## src/rtl/frame_reader.sv

```systemverilog
// Streams one frame from a synchronous read-only memory to a valid/ready pixel stream.
// Optional trailing zero-pixel flush is compiled in with FRAME_READER_FLUSH_EN.
module frame_reader #(
    parameter int PIXEL_DEPTH = 8,
    parameter int WIDTH       = 8,
    parameter int HEIGHT      = 8,
    parameter int ADDR_WIDTH  = 16,
    parameter int FIFO_DEPTH  = 4,
    parameter int FLUSH_COUNT = 8
) (
    input  logic                   clk,
    input  logic                   rst_n,
    input  logic                   start,
    output logic                   busy,
    output logic                   done,
    output logic                   mem_rd_en,
    output logic [ADDR_WIDTH-1:0]  mem_addr,
    input  logic [PIXEL_DEPTH-1:0] mem_rd_data,
    output logic                   out_valid,
    input  logic                   out_ready,
    output logic [PIXEL_DEPTH-1:0] out_pixel,
    output logic                   out_sof,
    output logic                   out_eol,
    output logic                   out_eof
);

    localparam int PW = $clog2(FIFO_DEPTH);
    localparam int CW = PW + 2;
    localparam int XW = $clog2(WIDTH);
    localparam int YW = $clog2(HEIGHT);
    localparam logic [ADDR_WIDTH-1:0] LAST_ADDR = ADDR_WIDTH'(WIDTH * HEIGHT - 1);
    localparam logic [XW-1:0] LAST_X = XW'(WIDTH - 1);
    localparam logic [YW-1:0] LAST_Y = YW'(HEIGHT - 1);

    if (WIDTH < 2 || HEIGHT < 2 || FIFO_DEPTH < 2 || (FIFO_DEPTH & (FIFO_DEPTH - 1)) != 0 ||
        FLUSH_COUNT < 1 || ((WIDTH * HEIGHT - 1) >> ADDR_WIDTH) != 0) begin : g_bad_params
        $error("frame_reader: illegal parameter combination");
    end

    typedef enum logic [2:0] {
        S_IDLE,
        S_READ,
        S_DRAIN,
        S_FLUSH,
        S_DONE
    } state_t;

    state_t                  state_q, state_d;
    logic                    mem_rd_en_q, mem_rd_en_d;
    logic [ADDR_WIDTH-1:0]   mem_addr_q, mem_addr_d;
    logic [ADDR_WIDTH-1:0]   next_addr_q, next_addr_d;
    logic                    rd_pending_q;
    logic [PW-1:0]           wr_ptr_q, wr_ptr_d;
    logic [PW-1:0]           rd_ptr_q, rd_ptr_d;
    logic [PW:0]             count_q, count_d;
    logic [XW-1:0]           x_q, x_d;
    logic [YW-1:0]           y_q, y_d;
    logic [PIXEL_DEPTH-1:0]  fifo_mem [FIFO_DEPTH];
`ifdef FRAME_READER_FLUSH_EN
    localparam int FW = $clog2(FLUSH_COUNT + 1);
    localparam logic [FW-1:0] LAST_FLUSH = FW'(FLUSH_COUNT - 1);
    logic [FW-1:0]           flush_cnt_q, flush_cnt_d;
`endif

    logic                    fifo_valid;
    logic                    push;
    logic                    pop;
    logic                    credit_ok;
    logic [CW-1:0]           inflight;

    always_comb begin
        state_d     = state_q;
        mem_rd_en_d = 1'b0;
        mem_addr_d  = mem_addr_q;
        next_addr_d = next_addr_q;
        x_d         = x_q;
        y_d         = y_q;
`ifdef FRAME_READER_FLUSH_EN
        flush_cnt_d = flush_cnt_q;
`endif
        busy        = (state_q == S_READ) || (state_q == S_DRAIN) || (state_q == S_FLUSH);
        done        = (state_q == S_DONE);

        fifo_valid  = (count_q != '0);
        out_valid   = fifo_valid;
        out_pixel   = '0;
        out_sof     = 1'b0;
        out_eol     = 1'b0;
        out_eof     = 1'b0;
        if (fifo_valid) begin
            out_pixel = fifo_mem[rd_ptr_q];
            out_sof   = (x_q == '0) && (y_q == '0);
            out_eol   = (x_q == LAST_X);
            out_eof   = (x_q == LAST_X) && (y_q == LAST_Y);
        end

        push     = rd_pending_q;
        pop      = fifo_valid && out_ready;
        wr_ptr_d = wr_ptr_q + PW'(push);
        rd_ptr_d = rd_ptr_q + PW'(pop);
        count_d  = count_q + (PW+1)'(push) - (PW+1)'(pop);

        // Everything that will land in the FIFO must still fit after this cycle's pop.
        inflight  = CW'(count_q) + CW'(rd_pending_q) + CW'(mem_rd_en_q);
        credit_ok = inflight < (CW'(FIFO_DEPTH) + CW'(pop));

        if (pop) begin
            if (x_q == LAST_X) begin
                x_d = '0;
                y_d = (y_q == LAST_Y) ? '0 : y_q + YW'(1);
            end else begin
                x_d = x_q + XW'(1);
            end
        end

        case (state_q)
            S_IDLE: begin
                if (start) begin
                    state_d     = S_READ;
                    mem_rd_en_d = 1'b1;
                    mem_addr_d  = '0;
                    next_addr_d = ADDR_WIDTH'(1);
                    x_d         = '0;
                    y_d         = '0;
                end
            end
            S_READ: begin
                if (credit_ok) begin
                    mem_rd_en_d = 1'b1;
                    mem_addr_d  = next_addr_q;
                    next_addr_d = next_addr_q + ADDR_WIDTH'(1);
                    if (next_addr_q == LAST_ADDR) begin
                        state_d = S_DRAIN;
                    end
                end
            end
            S_DRAIN: begin
                if (pop && out_eof) begin
`ifdef FRAME_READER_FLUSH_EN
                    state_d     = S_FLUSH;
                    flush_cnt_d = '0;
`else
                    state_d     = S_DONE;
`endif
                end
            end
`ifdef FRAME_READER_FLUSH_EN
            S_FLUSH: begin
                out_valid = 1'b1;
                if (out_ready) begin
                    if (flush_cnt_q == LAST_FLUSH) begin
                        state_d = S_DONE;
                    end else begin
                        flush_cnt_d = flush_cnt_q + FW'(1);
                    end
                end
            end
`endif
            S_DONE: begin
                state_d = S_IDLE;
            end
            default: begin
                state_d = S_IDLE;
            end
        endcase
    end

    always_ff @(posedge clk or negedge rst_n) begin
        if (!rst_n) begin
            state_q      <= S_IDLE;
            mem_rd_en_q  <= 1'b0;
            mem_addr_q   <= '0;
            next_addr_q  <= '0;
            rd_pending_q <= 1'b0;
            wr_ptr_q     <= '0;
            rd_ptr_q     <= '0;
            count_q      <= '0;
            x_q          <= '0;
            y_q          <= '0;
`ifdef FRAME_READER_FLUSH_EN
            flush_cnt_q  <= '0;
`endif
        end else begin
            state_q      <= state_d;
            mem_rd_en_q  <= mem_rd_en_d;
            mem_addr_q   <= mem_addr_d;
            next_addr_q  <= next_addr_d;
            rd_pending_q <= mem_rd_en_q;
            wr_ptr_q     <= wr_ptr_d;
            rd_ptr_q     <= rd_ptr_d;
            count_q      <= count_d;
            x_q          <= x_d;
            y_q          <= y_d;
`ifdef FRAME_READER_FLUSH_EN
            flush_cnt_q  <= flush_cnt_d;
`endif
        end
    end

    // Storage is not reset; the occupancy count alone decides what is visible.
    always_ff @(posedge clk) begin
        if (push) begin
            fifo_mem[wr_ptr_q] <= mem_rd_data;
        end
    end

    assign mem_rd_en = mem_rd_en_q;
    assign mem_addr  = mem_addr_q;

endmodule

```

## config.mk

```make
export PLATFORM = sky130hd
export DESIGN_NAME = frame_reader
export DESIGN_NICKNAME = d
export VERILOG_FILES = /design/src/rtl/frame_reader.sv
export SDC_FILE = /design/constraint.sdc
export NUM_CORES = 1
export LEC_CHECK = 0
export CAP_MARGIN = 25
export CORE_MARGIN = 4
export CORE_UTILIZATION = 38
export DETAILED_ROUTE_END_ITERATION = 16
export PLACE_DENSITY = 0.56
export SYNTH_ARGS = -nofsm -noshare
export SYNTH_HDL_FRONTEND = slang
export SYNTH_SLANG_ARGS = --single-unit
```

## constraint.sdc

```tcl
create_clock -name clk -period 2.8 [get_ports clk]
set_input_delay 0.56 -clock clk [delete_from_list [all_inputs] [get_ports clk]]
set_output_delay 0.56 -clock clk [all_outputs]
set_load 0.1 [all_outputs]
```

# --- Yosys cells after proc, flatten, opt, wreduce, memory -nomap -nowiden ---
# Memories as Yosys holds them, arrays and structs flattened.
# Index checks and enable logic that the tools add are counted.
totals:
  out_inout_bits: 31
  word_cells: 75
  memories: 1
  mem_bits_rw: 32
  inputBits: 12
  reg_bits: 50
op_classes:
  n_mux: 29
  reduce_logical: 13
  add_sub_neg: 10
  n_lt_le_gt_ge: 1
  eq_ne: 11
memory_table:
  columns: ["memory", "words", "word_bits", "rd", "rd_ports_with_merged_regs", "write_ports", "line", "source"]
  rows:
  - ["fifo_mem", 4, 8, 1, 0, 1, "58", "logic [PIXEL_DEPTH-1:0] fifo_mem [FIFO_DEPTH];"]
ops:
  columns: ["op", "count"]
  rows:
  - ["2-to-1 mux 16 bit", 4]
  - ["one-hot mux 16 bit (2 select lines)", 2]
  - ["2-to-1 mux 3 bit", 13]
  - ["adder 16 x 1 -> 16 bit (second input constant)", 1]
  - ["== test 16 x 6 -> 1 bit (second input constant)", 1]
  - ["== test 3 bit (second input constant)", 3]
  - ["logical NOT 3 bit", 3]
  - ["one-hot mux 3 bit (3 select lines)", 1]
  - ["2-to-1 mux 8 bit", 1]
  - ["2-to-1 mux 1 bit", 7]
  - ["adder 3 x 1 -> 3 bit (second input constant)", 2]
  - ["== test 3 x 2 -> 1 bit (second input constant)", 2]
  - ["adder 2 x 1 -> 2 bit", 2]
  - ["adder 3 x 1 -> 4 bit", 1]
  - ["adder 3 x 1 -> 4 bit (first input constant)", 1]
  - ["adder 4 x 1 -> 4 bit", 1]
  - ["logical AND 1 bit", 4]
  - ["< comparator 4 bit", 1]
  - ["inequality test 2 x 1 -> 1 bit (second input constant)", 2]
  - ["inequality test 2 bit (second input constant)", 2]
  - ["AND reduction 4 bit", 1]
  - ["adder 3 x 1 -> 3 bit", 1]
  - ["== test 3 x 1 -> 1 bit (second input constant)", 1]
  - ["AND reduction 3 bit", 1]
  - ["5 further kinds", 6]

# --- Depth between registers and ports, before layout ---
# Gate-level depths: netlist (run 1).
logic_depth:
  word_depth: 6
  depth_mapped: 10
  ltp_nobuf: 9

# --- Worst setup path before layout (run 1) ---
# No wires, ideal clock.
synth_path:
  kind: "reg2out"
  start: "register count_q[1]"
  end: "output out_sof"
  path_buffers: 1
  stages_incl_launch_ff: 4
  t_arrival_ns: 3.858
  path_slack_ns: -1.618
  required_ns: 2.240
  cell_sequence: "dfrtp_1 -> or3_1 -> clkbuf_1 -> nor4b_1"
synth_via:
  elab_chain_cells: 2
synth_lines:
  columns: ["element", "line", "source"]
  rows:
  - ["start: declaration", "55", "logic [PW:0] count_q, count_d;"]
  - ["start signal: assignment", "191", "count_q <= count_d;"]
  - ["nonzero test 3 bit", "84", "fifo_valid = (count_q != '0);"]
  - ["2-to-1 mux 1 bit", "90", "if (fifo_valid) begin"]
  - ["end: declaration", "22", "output logic out_sof,"]
# No other way between the ends.

# --- Worst setup path after layout (run 1) ---
layout_path:
  start: "register rd_ptr_q[0]"
  end: "output out_pixel[7]"
layout_via:
  elab_chain_cells: 2
layout_lines:
  columns: ["element", "line", "source"]
  rows:
  - ["start: declaration", "54", "logic [PW-1:0] rd_ptr_q, rd_ptr_d;"]
  - ["start signal: assignment", "190", "rd_ptr_q <= rd_ptr_d;"]
  - ["memory read (4 x 8 bit)", null, null]
  - ["2-to-1 mux 8 bit", "90", null]
  - ["end: declaration", "21", "output logic [PIXEL_DEPTH-1:0] out_pixel,"]
# No other way between the ends.

==> results of run 1 <==
-- worst max path at each step --
stage	start	to	slack [ns]	cells after the start
finish	rd_ptr_q[0]$_DFF_PN0_	out_pixel[7]	0.24	3
global route	rd_ptr_q[0]$_DFF_PN0_	out_pixel[0]	0.10	3
CTS	rd_ptr_q[0]$_DFF_PN0_	out_pixel[0]	0.17	3
detailed placement	out_ready	count_q[2]$_DFF_PN0_	0.31	8
global placement	out_ready	count_q[2]$_DFF_PN0_	0.37	8
floorplan	count_q[1]$_DFF_PN0_	out_sof	-0.20	3
-- stage by stage --
stage	utilization	cell area (um^2)
5_1_grt	0.477	4660
4_1_cts	0.477	4660
6_report	0.477	4660
3_5_place_dp	0.458	4470
2_1_floorplan	-	3840
3_3_place_gp	0.458	4470
-- cell type report --
| class | instances | area, um^2 |
|---|---|---|
| Sequential cell | 82 | 2210 |
| Timing Repair Buffer | 54 | 528 |
| Clock buffer | 9 | 124 |
| Clock inverter | 7 | 66.3 |
| Multi-Input combinational cell | 198 | 1500 |
| Tap cell | 133 | 166 |
| Inverter | 17 | 63.8 |
| Fill cell | 887 | 5110 |
-- worst reg2reg max path: stages, from the launching register on --
cell	delay [ns]
dfrtp_1	0.39
inv_1	0.11
fa_1	0.39
inv_1	0.07
ha_1	0.21
and3b_1	0.23
a21oi_1	0.11
buf_12	0.18
or4_1	0.50
a21oi_1	0.16
-- metal layers --
metal,GRT usage,wire length [um],up-vias,part of all wire
li1,-,-,1259,-
met1,0.183,3520,1327,0.44
met2,0.249,4020,53,0.51
met3,0.0376,325,8,0.041
met4,0.0442,87,0,0.011
met5,0,0,-,0
-- state kept, by name, summed over array words and instances, names as in the netlist --
signal       count
count_q          3
fifo_mem        32
mem_addr        16
mem_rd_en        1
next_addr_q     16
push             1
rd_ptr_q         2
state_q          3
wr_ptr_q         2
x_q              3
y_q              3
-- kinds of logic after synthesis --
kind of cell               count (synthesis)  synth area share
DFF                                       82             0.578
AOI/OAI and AO/OA                         51            0.0889
muxes                                     18            0.0755
and+or+nand+nor                          110             0.163
buffers and inverters                     31            0.0327
xor gates and xnor gates                   4           0.00915
adders and majority gates                 15            0.0530
-- placed cells by master (no fill, tap or decap), types with 7 or more instances in the layout --
cell and instances:
o21ai_0 13, mux2_2 7, nor4_1 10, ha_1 13
a21oi_1 10, clkdlybuf4s50_1 10, dfrtp_1 49, buf_4 35
nand2_1 23, nand4_1 11, nor2_1 13, clkbuf_8 9
inv_1 17, and2_1 15, mux4_2 8, buf_12 8
o211ai_1 12, edfxtp_1 32
==> metrics, run 1 <==
status=finished clean; crit end category=output pin; gr usage total=0.146; DRC=0; Yosys cell types=45; R2R cell count=9; Detailed Place HPWL=~5600 um; Skew-Pair Late Insertion Delay=0.35 ns; Die ar.=around 12000 um^2; final hold vios=0; Slew @ Worst Pin=about 0.73 ns; Syn Area/Cell=between 10 and 15 um^2; RSZ-0062 raised after global routing=false; WP buf/inv=1; Setup WS post-layout=roughly 0.24 ns; Hold WS=0.210 ns; top-area cell type share of the netlist area=0.327; initial drt markers=82; Inst Count DP=484; Max Cap Viol=0; Post-synth top cells=dfrtp_1 (50), edfxtp_1 (32), nand2_1 (23); Largest stage delay, worst path=approximately 0.7 ns; endpoint of the worst-slack reg-to-reg timing path=next_addr_q[9]$_DFFE_PN0P_; Post-Route Skew=around 0.013 ns; reg2reg start=push$_DFF_PN0_; sum of negative setup slack=0 ns; PortBufs=42; vias in the first global route=approximately 2700; Required @ worst endpoint=approximately 2.2 ns; largest delay contributor family on the critical path=flip-flops; most common cell in the synthesized netlist=dfrtp_1; CP Max Fanout=9; initial antenna violation count=0; fin nets=slightly below 400; Syn Std Cell Area=between 3000 and 4000 um^2; Setup Fix Bufs, Post-CTS=0; DP Worst Slack=roughly 0.3 ns; Final setup viols=0; Die X=approximately 110 um; register area share after synthesis=0.578; largest net degree at the start of global routing=28; Worst EP arrival=2.00 ns; critical path, cell by cell=mux4_2, and2_1, buf_12; number of buffers created by CTS=9; final wirelength=between 7000 and 8000 um; Sink Count=a little over 80; Post-Syn Nets=~340; Clock Tree Buf Depth=2; Synth area leader=dfrtp_1; dominant synthesized flop cell=dfrtp_1; hold_buf cts=0; Fmax achieved=between 0.3 and 0.4 GHz; ys async rst share=0.610; core area=9770 um^2; Synth area leaders=dfrtp_1 (33%), edfxtp_1 (25%), mux4_2 (4.7%), ha_1 (4.2%), and2_1 (2.5%); first-pass detailed-route iteration total=5; Ys Warns=0; Reg2Reg Setup Slack=just under 0.4 ns; average vias per placed instance=approximately 5.3; remaining global-route overflow=0; Final Max Tran Viols=0; routability cong.=roughly 0.84; ANT nets after route=0; Die Height=between 100 and 150 um; share of cells above drive strength 1=0.223; Synth Instances=311; H-tree Lvls=3; num ports=between 40 and 50; Initial Utilization=0.392; Vias=roughly 2600; Root Buffer=clkbuf_8; clock transition at the registers of the reported paths=0.10 ns; Slew headroom=0.510; crit share post-route=0.916; first-pass GRT wire length=between 10000 and 15000 um; #FFs+latches synth=just over 80; n_diodes=0; Worst Setup Path Type=flip-flop to output pin; final std cells w/o fill=500; Crit-path slowest cell=dfrtp_1; Area Growth Syn to Fin=21.9%; Tmin final=between 2 and 3 ns; Hold WC Path Type=input port to asynchronous set/reset pin; TritonCTS clock tree=built; Row Count=36; Critical Path Start Type=flip-flop; DR WL/cell=about 16 um; CTS resizes=0; Post-synth EDFFs=32
Power of run 1 is left out: the tool's default activity adds up to more than one toggle a clock period on the data nets, which glitch-free logic cannot reach.
==> inputs of run 2 (changes only) <==
- CELL_PAD_IN_SITES_DETAIL_PLACEMENT: not set -> 1
- CELL_PAD_IN_SITES_GLOBAL_PLACEMENT: not set -> 2
- PLACE_DENSITY: 0.56 -> 0.77
==> metrics, run 2 (same netlist as run 1, synthesis figures left out) <==
most common cell after layout, fill and taps aside=dfrtp_1; TritonCTS clock tree=built; vias in the first global route=2890 (+8.7%); initial antenna violation count=0 (unchanged); endpoint of the worst-slack reg-to-reg timing path=mem_addr[13]$_DFFE_PN0P_; Area Growth Syn to Fin=21.7%; Slew @ Worst Pin=0.796 ns (+0.0633 ns); DRC=0 (unchanged); Sink Count=82 (unchanged); number of buffers created by CTS=9 (unchanged); remaining global-route overflow=0 (unchanged); Reg2Reg Setup Slack=0.32 ns (-0.07 ns); CTS resizes=0 (unchanged); Vias=2689 (+1.6%); fin nets=389 (unchanged); Detailed Place HPWL=6170 um (+11%); first-pass GRT wire length=14900 um (+12%); Root Buffer=clkbuf_8; largest delay contributor family on the critical path=flip-flops; Initial Utilization=0.392 (unchanged); Tmin final=2.58 ns (+0.0177 ns); routability cong.=0.777 (-7.3%); area of the multi-input gates=1500 um^2 (unchanged); Die Height=108 um (unchanged); reg2reg start=push$_DFF_PN0_; Clock Tree Buf Depth=2 (unchanged); Row Count=36 (unchanged); gr usage total=0.164 (+0.0178); crit end category=output pin; crit share post-route=0.922 (+0.00634); Fmax achieved=0.387 GHz (-0.69%); Largest stage delay, worst path=0.70 ns (about the same); final wirelength=8800 um (+11%); Hold WS=0.172 ns (-0.0378 ns); Required @ worst endpoint=2.24 ns (about the same); Post-Route Skew=0.0116 ns (-0.00121 ns); most frequent cells in the layout=dfrtp_1 (49), buf_4 (37), edfxtp_1 (32); Skew-Pair Late Insertion Delay=0.36 ns (about the same); H-tree Lvls=3 (unchanged); PortBufs=42 (unchanged); num ports=43 (unchanged); R2R cell count=9 (unchanged); CP Max Fanout=9 (unchanged); hold_buf cts=0 (unchanged); sum of negative setup slack=0 ns (unchanged); status=finished clean; Critical Path Start Type=flip-flop; DR WL/cell=17.6 um (+11%); average vias per placed instance=5.38 (+1.6%); critical path, cell by cell=mux4_2, and2_1, buf_4; clock transition at the registers of the reported paths=0.09 ns (about the same); fill count=1058 (+19%); Final setup viols=0 (unchanged); final hold vios=0 (unchanged); Setup Fix Bufs, Post-CTS=0 (unchanged); largest net degree at the start of global routing=51 (+82%); Slew headroom=0.467 (-0.0424); core area=9770 um^2 (unchanged); Die X=108 um (unchanged); Die ar.=11700 um^2 (unchanged); Worst EP arrival=2.02 ns (+0.02 ns); n_diodes=0 (unchanged); max reg flops=32 (unchanged); Crit-path slowest cell=dfrtp_1; final core utilization=0.476 (-0.000769); Largest Register=fifo_mem; Hold WC Path Type=input port to asynchronous set/reset pin; Max Cap Viol=0 (unchanged); register area=2210 um^2 (unchanged); Worst Setup Path Type=flip-flop to output pin; Final Max Tran Viols=0 (unchanged); RSZ-0062 raised after global routing=false; WP buf/inv=1 (unchanged); initial drt markers=133 (+62%); first-pass detailed-route iteration total=4 (-1); share of cells above drive strength 1=0.223 (unchanged); ANT nets after route=0 (unchanged)
[run 2: worst register-to-register path: stages, from the launching register on]
cell     delay, ns
dfrtp_1       0.39
inv_1         0.10
fa_1          0.39
inv_1         0.07
ha_1          0.21
and3b_1       0.23
a21o_1        0.25
a21oi_2       0.09
inv_1         0.26
mux2_2        0.37
[run 2: cell type report]
cell class / count / share of cell area
Sequential cell: 82 / 0.475
Multi-Input combinational cell: 198 / 0.323
Timing Repair Buffer: 54 / 0.108
Tap cell: 133 / 0.0357
Clock buffer: 9 / 0.0266
Clock inverter: 7 / 0.0180
Inverter: 17 / 0.0137
[run 2: metal layers]
| metal | track usage | vias to the layer above | routed length (um) |
|---|---|---|---|
| li1 | - | 1266 | - |
| met1 | 0.208 | 1372 | 3930 |
| met2 | 0.279 | 42 | 4480 |
| met3 | 0.0346 | 9 | 289 |
| met4 | 0.0541 | 0 | 102 |
| met5 | 0 | - | 0 |
[run 2: how the worst max path moves through the flow]
stage	to	slack, ns	from	depth (start not counted)
floorplan	out_sof	-0.20	count_q[1]$_DFF_PN0_	3
global placement	count_q[2]$_DFF_PN0_	0.29	out_ready	8
detailed placement	count_q[2]$_DFF_PN0_	0.27	out_ready	8
CTS	out_pixel[4]	0.15	rd_ptr_q[0]$_DFF_PN0_	3
global route	out_pixel[4]	0.07	rd_ptr_q[0]$_DFF_PN0_	3
finish	out_pixel[4]	0.22	rd_ptr_q[0]$_DFF_PN0_	3
[run 2: through the flow]
| stage | instance area (um^2) | worst slack (ns) | std cells |
|---|---|---|---|
| after floorplan | 3840 | -0.205 | 311 |
| after global placement | 4450 | 0.287 | 484 |
| after detailed placement | 4450 | 0.274 | 484 |
| after CTS | 4660 | 0.148 | 500 |
| after global routing | 4660 | 0.0650 | 500 |
| final | 4660 | 0.217 | 500 |
Power of run 2 is left out for the same reason.
==> inputs of run 3 (changes only) <==
- CTS_CLUSTER_SIZE: not set -> 16
==> results of run 3 <==
Same layout as run 2: the final DEF is identical, and so are final timing and power.
Power of run 3 is left out for the same reason.
